**src/rtl/mp_add_pkg.sv**
```systemverilog
// -----------------------------------------------------------------------------
// mp_add_pkg
// Shared types for the limb-serial multi-precision add sequencer:
//   LIMB_W        limb width, equal to the downstream Brent-Kung adder width
//   MAX_LIMBS_DEF default maximum limbs per operation
//   IDX_W_DEF     limb index width for the default limb count
//   state_e       sequencer state (FIRST limb / CHAIN of carried limbs)
//   limb_beat_t   one result limb as held by the output register
// -----------------------------------------------------------------------------
package mp_add_pkg;

    localparam int unsigned LIMB_W        = 32;
    localparam int unsigned MAX_LIMBS_DEF = 8;
    localparam int unsigned IDX_W_DEF     = $clog2(MAX_LIMBS_DEF);

    typedef enum logic [0:0] {
        ST_FIRST = 1'b0,
        ST_CHAIN = 1'b1
    } state_e;

    // Sized for the default limb count; the top casts to its own widths.
    typedef struct packed {
        logic [LIMB_W-1:0]    data;
        logic [IDX_W_DEF-1:0] idx;
        logic                 last;
        logic                 cout;
        logic                 err;
    } limb_beat_t;

endpackage

```
**src/rtl/mp_add_sequencer_out_reg.sv**
```systemverilog
// -----------------------------------------------------------------------------
// mp_out_reg
// Single-entry valid/ready output register holding one result limb beat.
// Ports:
//   clk, rst_n   clock, async active-low reset
//   load_i       capture beat_i this edge (caller guarantees room)
//   ready_i      downstream takes the held beat this edge
//   beat_i       beat to capture
//   valid_o      a beat is held
//   beat_o       held beat (stable while valid_o & !ready_i)
// -----------------------------------------------------------------------------
module mp_out_reg
    import mp_add_pkg::*;
(
    input  logic       clk,
    input  logic       rst_n,
    input  logic       load_i,
    input  logic       ready_i,
    input  limb_beat_t beat_i,
    output logic       valid_o,
    output limb_beat_t beat_o
);

    logic       valid_q, valid_d;
    limb_beat_t beat_q, beat_d;

    // A load always wins; otherwise a take empties the register.
    always_comb begin
        valid_d = valid_q;
        beat_d  = beat_q;
        if (load_i) begin
            valid_d = 1'b1;
            beat_d  = beat_i;
        end else if (ready_i) begin
            valid_d = 1'b0;
        end
    end

    always_ff @(posedge clk or negedge rst_n) begin
        if (!rst_n) begin
            valid_q <= 1'b0;
            beat_q  <= '0;
        end else begin
            valid_q <= valid_d;
            beat_q  <= beat_d;
        end
    end

    assign valid_o = valid_q;
    assign beat_o  = beat_q;

endmodule

```
**src/rtl/mp_add_sequencer.sv**
```systemverilog
// -----------------------------------------------------------------------------
// mp_add_sequencer
// Limb-serial multi-precision add controller wrapped around a 32-bit adder.
// Operand limbs arrive least-significant first; the carry is chained between
// limbs so a single adder produces sums of up to MAX_LIMBS*WIDTH bits.
// Optional feature macro: MP_ADD_SUB_EN (adds in_sub, two's-complement subtract).
// Ports:
//   clk, rst_n                         clock, async active-low reset
//   in_valid/in_ready                  input limb handshake
//   in_a, in_b, in_cin, in_last        operand limbs, first-limb carry, MS limb
//   in_sub (MP_ADD_SUB_EN only)        subtract, sampled on the first limb
//   add_a, add_b, add_cin              combinational drive to the adder
//   add_sum, add_cout                  adder result
//   out_valid/out_ready                result limb handshake
//   out_sum, out_idx, out_last         result limb, index, final-limb flag
//   out_cout, out_err                  final carry, limb-count overflow
// -----------------------------------------------------------------------------
module mp_add_sequencer
    import mp_add_pkg::*;
#(
    parameter int unsigned WIDTH     = LIMB_W,
    parameter int unsigned MAX_LIMBS = MAX_LIMBS_DEF,
    parameter int unsigned IDX_W     = $clog2(MAX_LIMBS)
) (
    input  logic             clk,
    input  logic             rst_n,
    input  logic             in_valid,
    output logic             in_ready,
    input  logic [WIDTH-1:0] in_a,
    input  logic [WIDTH-1:0] in_b,
    input  logic             in_cin,
`ifdef MP_ADD_SUB_EN
    input  logic             in_sub,
`endif
    input  logic             in_last,
    output logic [WIDTH-1:0] add_a,
    output logic [WIDTH-1:0] add_b,
    output logic             add_cin,
    input  logic [WIDTH-1:0] add_sum,
    input  logic             add_cout,
    output logic             out_valid,
    input  logic             out_ready,
    output logic [WIDTH-1:0] out_sum,
    output logic [IDX_W-1:0] out_idx,
    output logic             out_last,
    output logic             out_cout,
    output logic             out_err
);

    state_e           state_q, state_d;
    logic             carry_q, carry_d;
    logic [IDX_W-1:0] idx_q, idx_d;
    logic             accept;
    logic             sub_eff;
    logic             end_of_op;
    limb_beat_t       beat_d, beat_q;

    // Subtract mode: taken live on the first limb, latched for the rest.
`ifdef MP_ADD_SUB_EN
    logic sub_q, sub_d;
    assign sub_eff = (state_q == ST_FIRST) ? in_sub : sub_q;
`else
    assign sub_eff = 1'b0;
`endif

    // Adder drive.
    assign add_a   = in_a;
    assign add_b   = sub_eff ? ~in_b : in_b;
    assign add_cin = (state_q == ST_FIRST) ? (sub_eff ? 1'b1 : in_cin) : carry_q;

    assign in_ready = !out_valid | out_ready;
    assign accept   = in_valid & in_ready;

    // Operation ends on in_last or when the limb budget is exhausted.
    assign end_of_op = in_last |
                       ((state_q == ST_CHAIN) && (idx_q == IDX_W'(MAX_LIMBS - 1)));

    // Next-state, carry/index chaining and result beat formation.
    always_comb begin
        state_d     = state_q;
        carry_d     = carry_q;
        idx_d       = idx_q;
`ifdef MP_ADD_SUB_EN
        sub_d       = sub_q;
`endif
        beat_d      = '0;
        beat_d.data = LIMB_W'(add_sum);
        beat_d.idx  = IDX_W_DEF'(idx_q);
        if (accept) begin
            if (end_of_op) begin
                beat_d.last = 1'b1;
                beat_d.cout = add_cout;
                beat_d.err  = !in_last;
                state_d     = ST_FIRST;
                carry_d     = 1'b0;
                idx_d       = '0;
`ifdef MP_ADD_SUB_EN
                sub_d       = 1'b0;
`endif
            end else begin
                state_d     = ST_CHAIN;
                carry_d     = add_cout;
                idx_d       = idx_q + IDX_W'(1);
`ifdef MP_ADD_SUB_EN
                sub_d       = sub_eff;
`endif
            end
        end
    end

    always_ff @(posedge clk or negedge rst_n) begin
        if (!rst_n) begin
            state_q <= ST_FIRST;
            carry_q <= 1'b0;
            idx_q   <= '0;
`ifdef MP_ADD_SUB_EN
            sub_q   <= 1'b0;
`endif
        end else begin
            state_q <= state_d;
            carry_q <= carry_d;
            idx_q   <= idx_d;
`ifdef MP_ADD_SUB_EN
            sub_q   <= sub_d;
`endif
        end
    end

    mp_out_reg u_out_reg (
        .clk     (clk),
        .rst_n   (rst_n),
        .load_i  (accept),
        .ready_i (out_ready),
        .beat_i  (beat_d),
        .valid_o (out_valid),
        .beat_o  (beat_q)
    );

    assign out_sum  = WIDTH'(beat_q.data);
    assign out_idx  = IDX_W'(beat_q.idx);
    assign out_last = beat_q.last;
    assign out_cout = beat_q.cout;
    assign out_err  = beat_q.err;

endmodule

```
**config.mk**
```make
export PLATFORM = sky130hd
export DESIGN_NAME = mp_add_sequencer
export DESIGN_NICKNAME = d
export VERILOG_FILES = /design/src/rtl/mp_add_pkg.sv /design/src/rtl/mp_add_sequencer_out_reg.sv /design/src/rtl/mp_add_sequencer.sv
export SDC_FILE = /design/constraint.sdc
export NUM_CORES = 1
export LEC_CHECK = 0
export ABC_CLOCK_PERIOD_IN_PS = 1850
export BUFFER_PORTS_ARGS = -buffer_cell sky130_fd_sc_hd__buf_4
export CAP_MARGIN = 15
export CELL_PAD_IN_SITES_DETAIL_PLACEMENT = 2
export CELL_PAD_IN_SITES_GLOBAL_PLACEMENT = 2
export CORE_MARGIN = 3
export CORE_UTILIZATION = 21
export CTS_CLUSTER_SIZE = 20
export DETAILED_ROUTE_END_ITERATION = 10
export PLACE_DENSITY_LB_ADDON = 0.1
export SYNTH_ARGS = -nofsm -noshare
export SYNTH_HDL_FRONTEND = slang
export SYNTH_SLANG_ARGS = --single-unit
```
**constraint.sdc**
```tcl
create_clock -name clk -period 1.85 [get_ports clk]
set_clock_uncertainty 0.1 [all_clocks]
set_input_delay 0.37 -clock clk [delete_from_list [all_inputs] [get_ports clk]]
set_output_delay 0.37 -clock clk [all_outputs]
set_load 0.01 [all_outputs]
```
==> results.md <==
- **outcome** finished, violations left
- **violated checks** negative hold slack
- **count of cells resized by post-cts repair** 0
- **Num CTS Buffers** 5
- **fraction of layout cells with a size suffix above 1** 0.648
- **yosys synthesis warning count** 0
- **leading area contributor after synthesis** dfrtp_1
- **synthesized area per cell** 13.5 µm²
- **Yosys top cell area share** 0.463
- **crit path cell chain** mux2_2 -> buf_4
- **post-detailed-route count of antenna-violating nets** 0
- **CTS HTree Levels** 2
- **wire length per cell after detailed routing** 17.7 µm
- **Total Power Consumption** 2730 µW
- **Max clock buf depth** 2
- **via count of the first global-routing pass** 1581
- **crit path capture type** primary output
- **unrepaired setup endpoints after global routing** false
- **Pins Over Slew Limit** 0
- **time the worst path needs with I/O delays and setup** 1.66 ns
- **Clock Latency Late Sink** 0.28 ns
- **DRC** 0
- **Storage cell area** 1100 µm²
- **HP Class** input port to asynchronous set/reset pin
- **number of iterations in the first detailed-routing pass** 4
- **placed cells** 328
- **logic depth of the worst register-to-register path** 6
- **Die Footprint** 12600 µm²
- **Peak supply drop** 0.000310 V
- **total number of vias** 1300
- **Final nets** 300
- **flop and latch count out of synthesis** 44
- **Worst R2R End** idx_q[1]
- **required time of the critical path** 1.38 ns
- **worst r2r src** idx_q[0]
- **cell count after synthesis** 176
- **arrival time at the worst endpoint** 1.19 ns
- **antenna diode count** 0
- **Fin Setup TNS** 0 ns
- **CTS root buffer** clkbuf_16
- **total of endpoints with negative setup slack in the final report** 0
- **worst slew margin relative to its limit** 0.613
- **area overhead of the layout relative to synthesis** 16.3%
- **GR Util All Layers** 0.0949
- **largest stage delay on the critical path** 0.41 ns
- **chip width** 112 µm
- **Max stage delay cell, worst path** dfrtp_1
- **wire length of the first global-routing pass** 9490 µm
- **commonest cells after routing, fill and taps aside** 80 x buf_4, 44 x dfrtp_1, 34 x mux2_4
- **startpoint types** flop
- **hold_buf cts** 0
- **cell types occupying the most area after synthesis** dfrtp_1 46%, mux2_4 21%, buf_4 20%
- **drt initial violations** 41
- **Placeable Area** 10900 µm²
- **number of max-cap violations** 0
- **via density per instance** 3.87
- **Ports** 208
- **standard-cell rows** 38
- **setup slack of the most critical reg-to-reg path** 0.33 ns
- **total area of multi-input combinational cells** 689 µm²
- **die outline height** 112 µm
- **synthesized net count** 281
- **Final Core Density** 0.253
- **Cell Count, Final, Fillers Out** 336
- **setup repair bufs after CTS** 0
- **total wire length** 5940 µm
- **static power due to leakage** 0.00135 µW
- **category of the critical setup timing path** flop to primary output
- **largest net degree at the start of global routing** 45
- **Hold Worst Slack** -0.00400 ns
- **RD Place Congestion** 0.690
- **number of buffer cells added on primary ports** 79
- **post-synthesis instance area** 2380 µm²
- **Tightest Pin Transition** 0.581 ns
- **HPWL after detailed placement** 4510 µm
- **total of fill cells in the finished design** 1175
- **antenna violations before repair** 0
- **distinct cell type count of the synthesized netlist** 20
- **portion of the clock cycle consumed by the worst path in the final layout** 0.898
- **residual overflow from global routing** 0
- **clock tree from TritonCTS** yes
- **most frequent standard cell in the layout excluding fill and tap cells** buf_4
- **initial cell density of the core** 0.218
- **highest fanout seen on the critical path** 4
- **register clock-pin slew on the reported worst setup and hold paths** 0.06 ns
- **number of clock sinks** 44
- **power density cells** 988 nW/µm²
- **share of the yosys chip area belonging to registers** 0.463
- **fmax** 0.602 GHz
- **Fin. Hold Viols** 9
[synth_stat cells, drive strengths merged]
| master | count |
|---|---|
| mux2i | 1 |
| and2 | 1 |
| mux2 | 37 |
| o21a | 1 |
| ha | 2 |
| a21oi | 1 |
| nand2b | 2 |
| inv | 4 |
| dfrtp | 44 |
| nand4 | 3 |
| nor2 | 1 |
| buf | 70 |
| o21ai | 4 |
| nand2 | 2 |
| nand3 | 2 |
| o2bb2ai | 1 |
[final cells by class]
cell class,count,area share
timing repair buffer,82,0.231
inverter,4,0.00542
clock buffer,8,0.0529
tap,140,0.0633
sequential,44,0.398
multi-input combinational,58,0.249
[cells by family after synthesis]
| kind of cell | share of synthesized area |
|---|---|
| AOI/OAI and AO/OA | 0.0174 |
| buffers and inverters | 0.248 |
| muxes | 0.233 |
| and+or+nand+nor | 0.0289 |
| adders and majority gates | 0.0105 |
| DFF | 0.463 |
[where the power goes]
group          total (µW)  internal, µW  switching, µW  leakage (µW)
Clock                 885           539            346     0.0000712
Sequential           1200          1110           93.8      0.000527
Combinational         650           406            244      0.000754
[metal layers]
metal  vias up  GRT usage  part of all wire
li1        551          -                 -
met1       596      0.109              0.39
met2        93      0.144              0.44
met3        60     0.0345              0.11
met4         0     0.0721             0.066
met5         -          0                 0
[stage by stage]
stage                     setup WS, ns  hold slack, ns  area, µm²
final                            0.189        -0.00400       2770
after global routing             0.109          0.0426       2770
after CTS                        0.157          0.0156       2770
after detailed placement         0.283           0.323       2620
after global placement           0.296           0.306       2620
after floorplan                  0.308         -0.0256       2380
[critical path, delay by kind of cell, from the launching register on]
kind / cells / cell delay, ns
mux: 1 / 0.35
buf+inv: 1 / 0.15
flops: 1 / 0.41
[sequential cells by signal, indices dropped and copies added, names as in the netlist]
name               flops
state_q                1
carry_q                1
u_out_reg.beat_o      38
idx_q                  3
u_out_reg.valid_o      1
[how the worst max path moves through the flow]
| stage | from | to | slack, ns |
|---|---|---|---|
| floorplan | out_ready | u_out_reg.beat_o[0] | 0.31 |
| global placement | out_ready | u_out_reg.beat_o[12] | 0.30 |
| detailed placement | out_ready | u_out_reg.beat_o[32] | 0.28 |
| CTS | state_q | add_cin | 0.16 |
| global route | state_q | add_cin | 0.11 |
| finish | state_q | add_cin | 0.19 |
No activity file was read; power rests on OpenSTA's default activity.
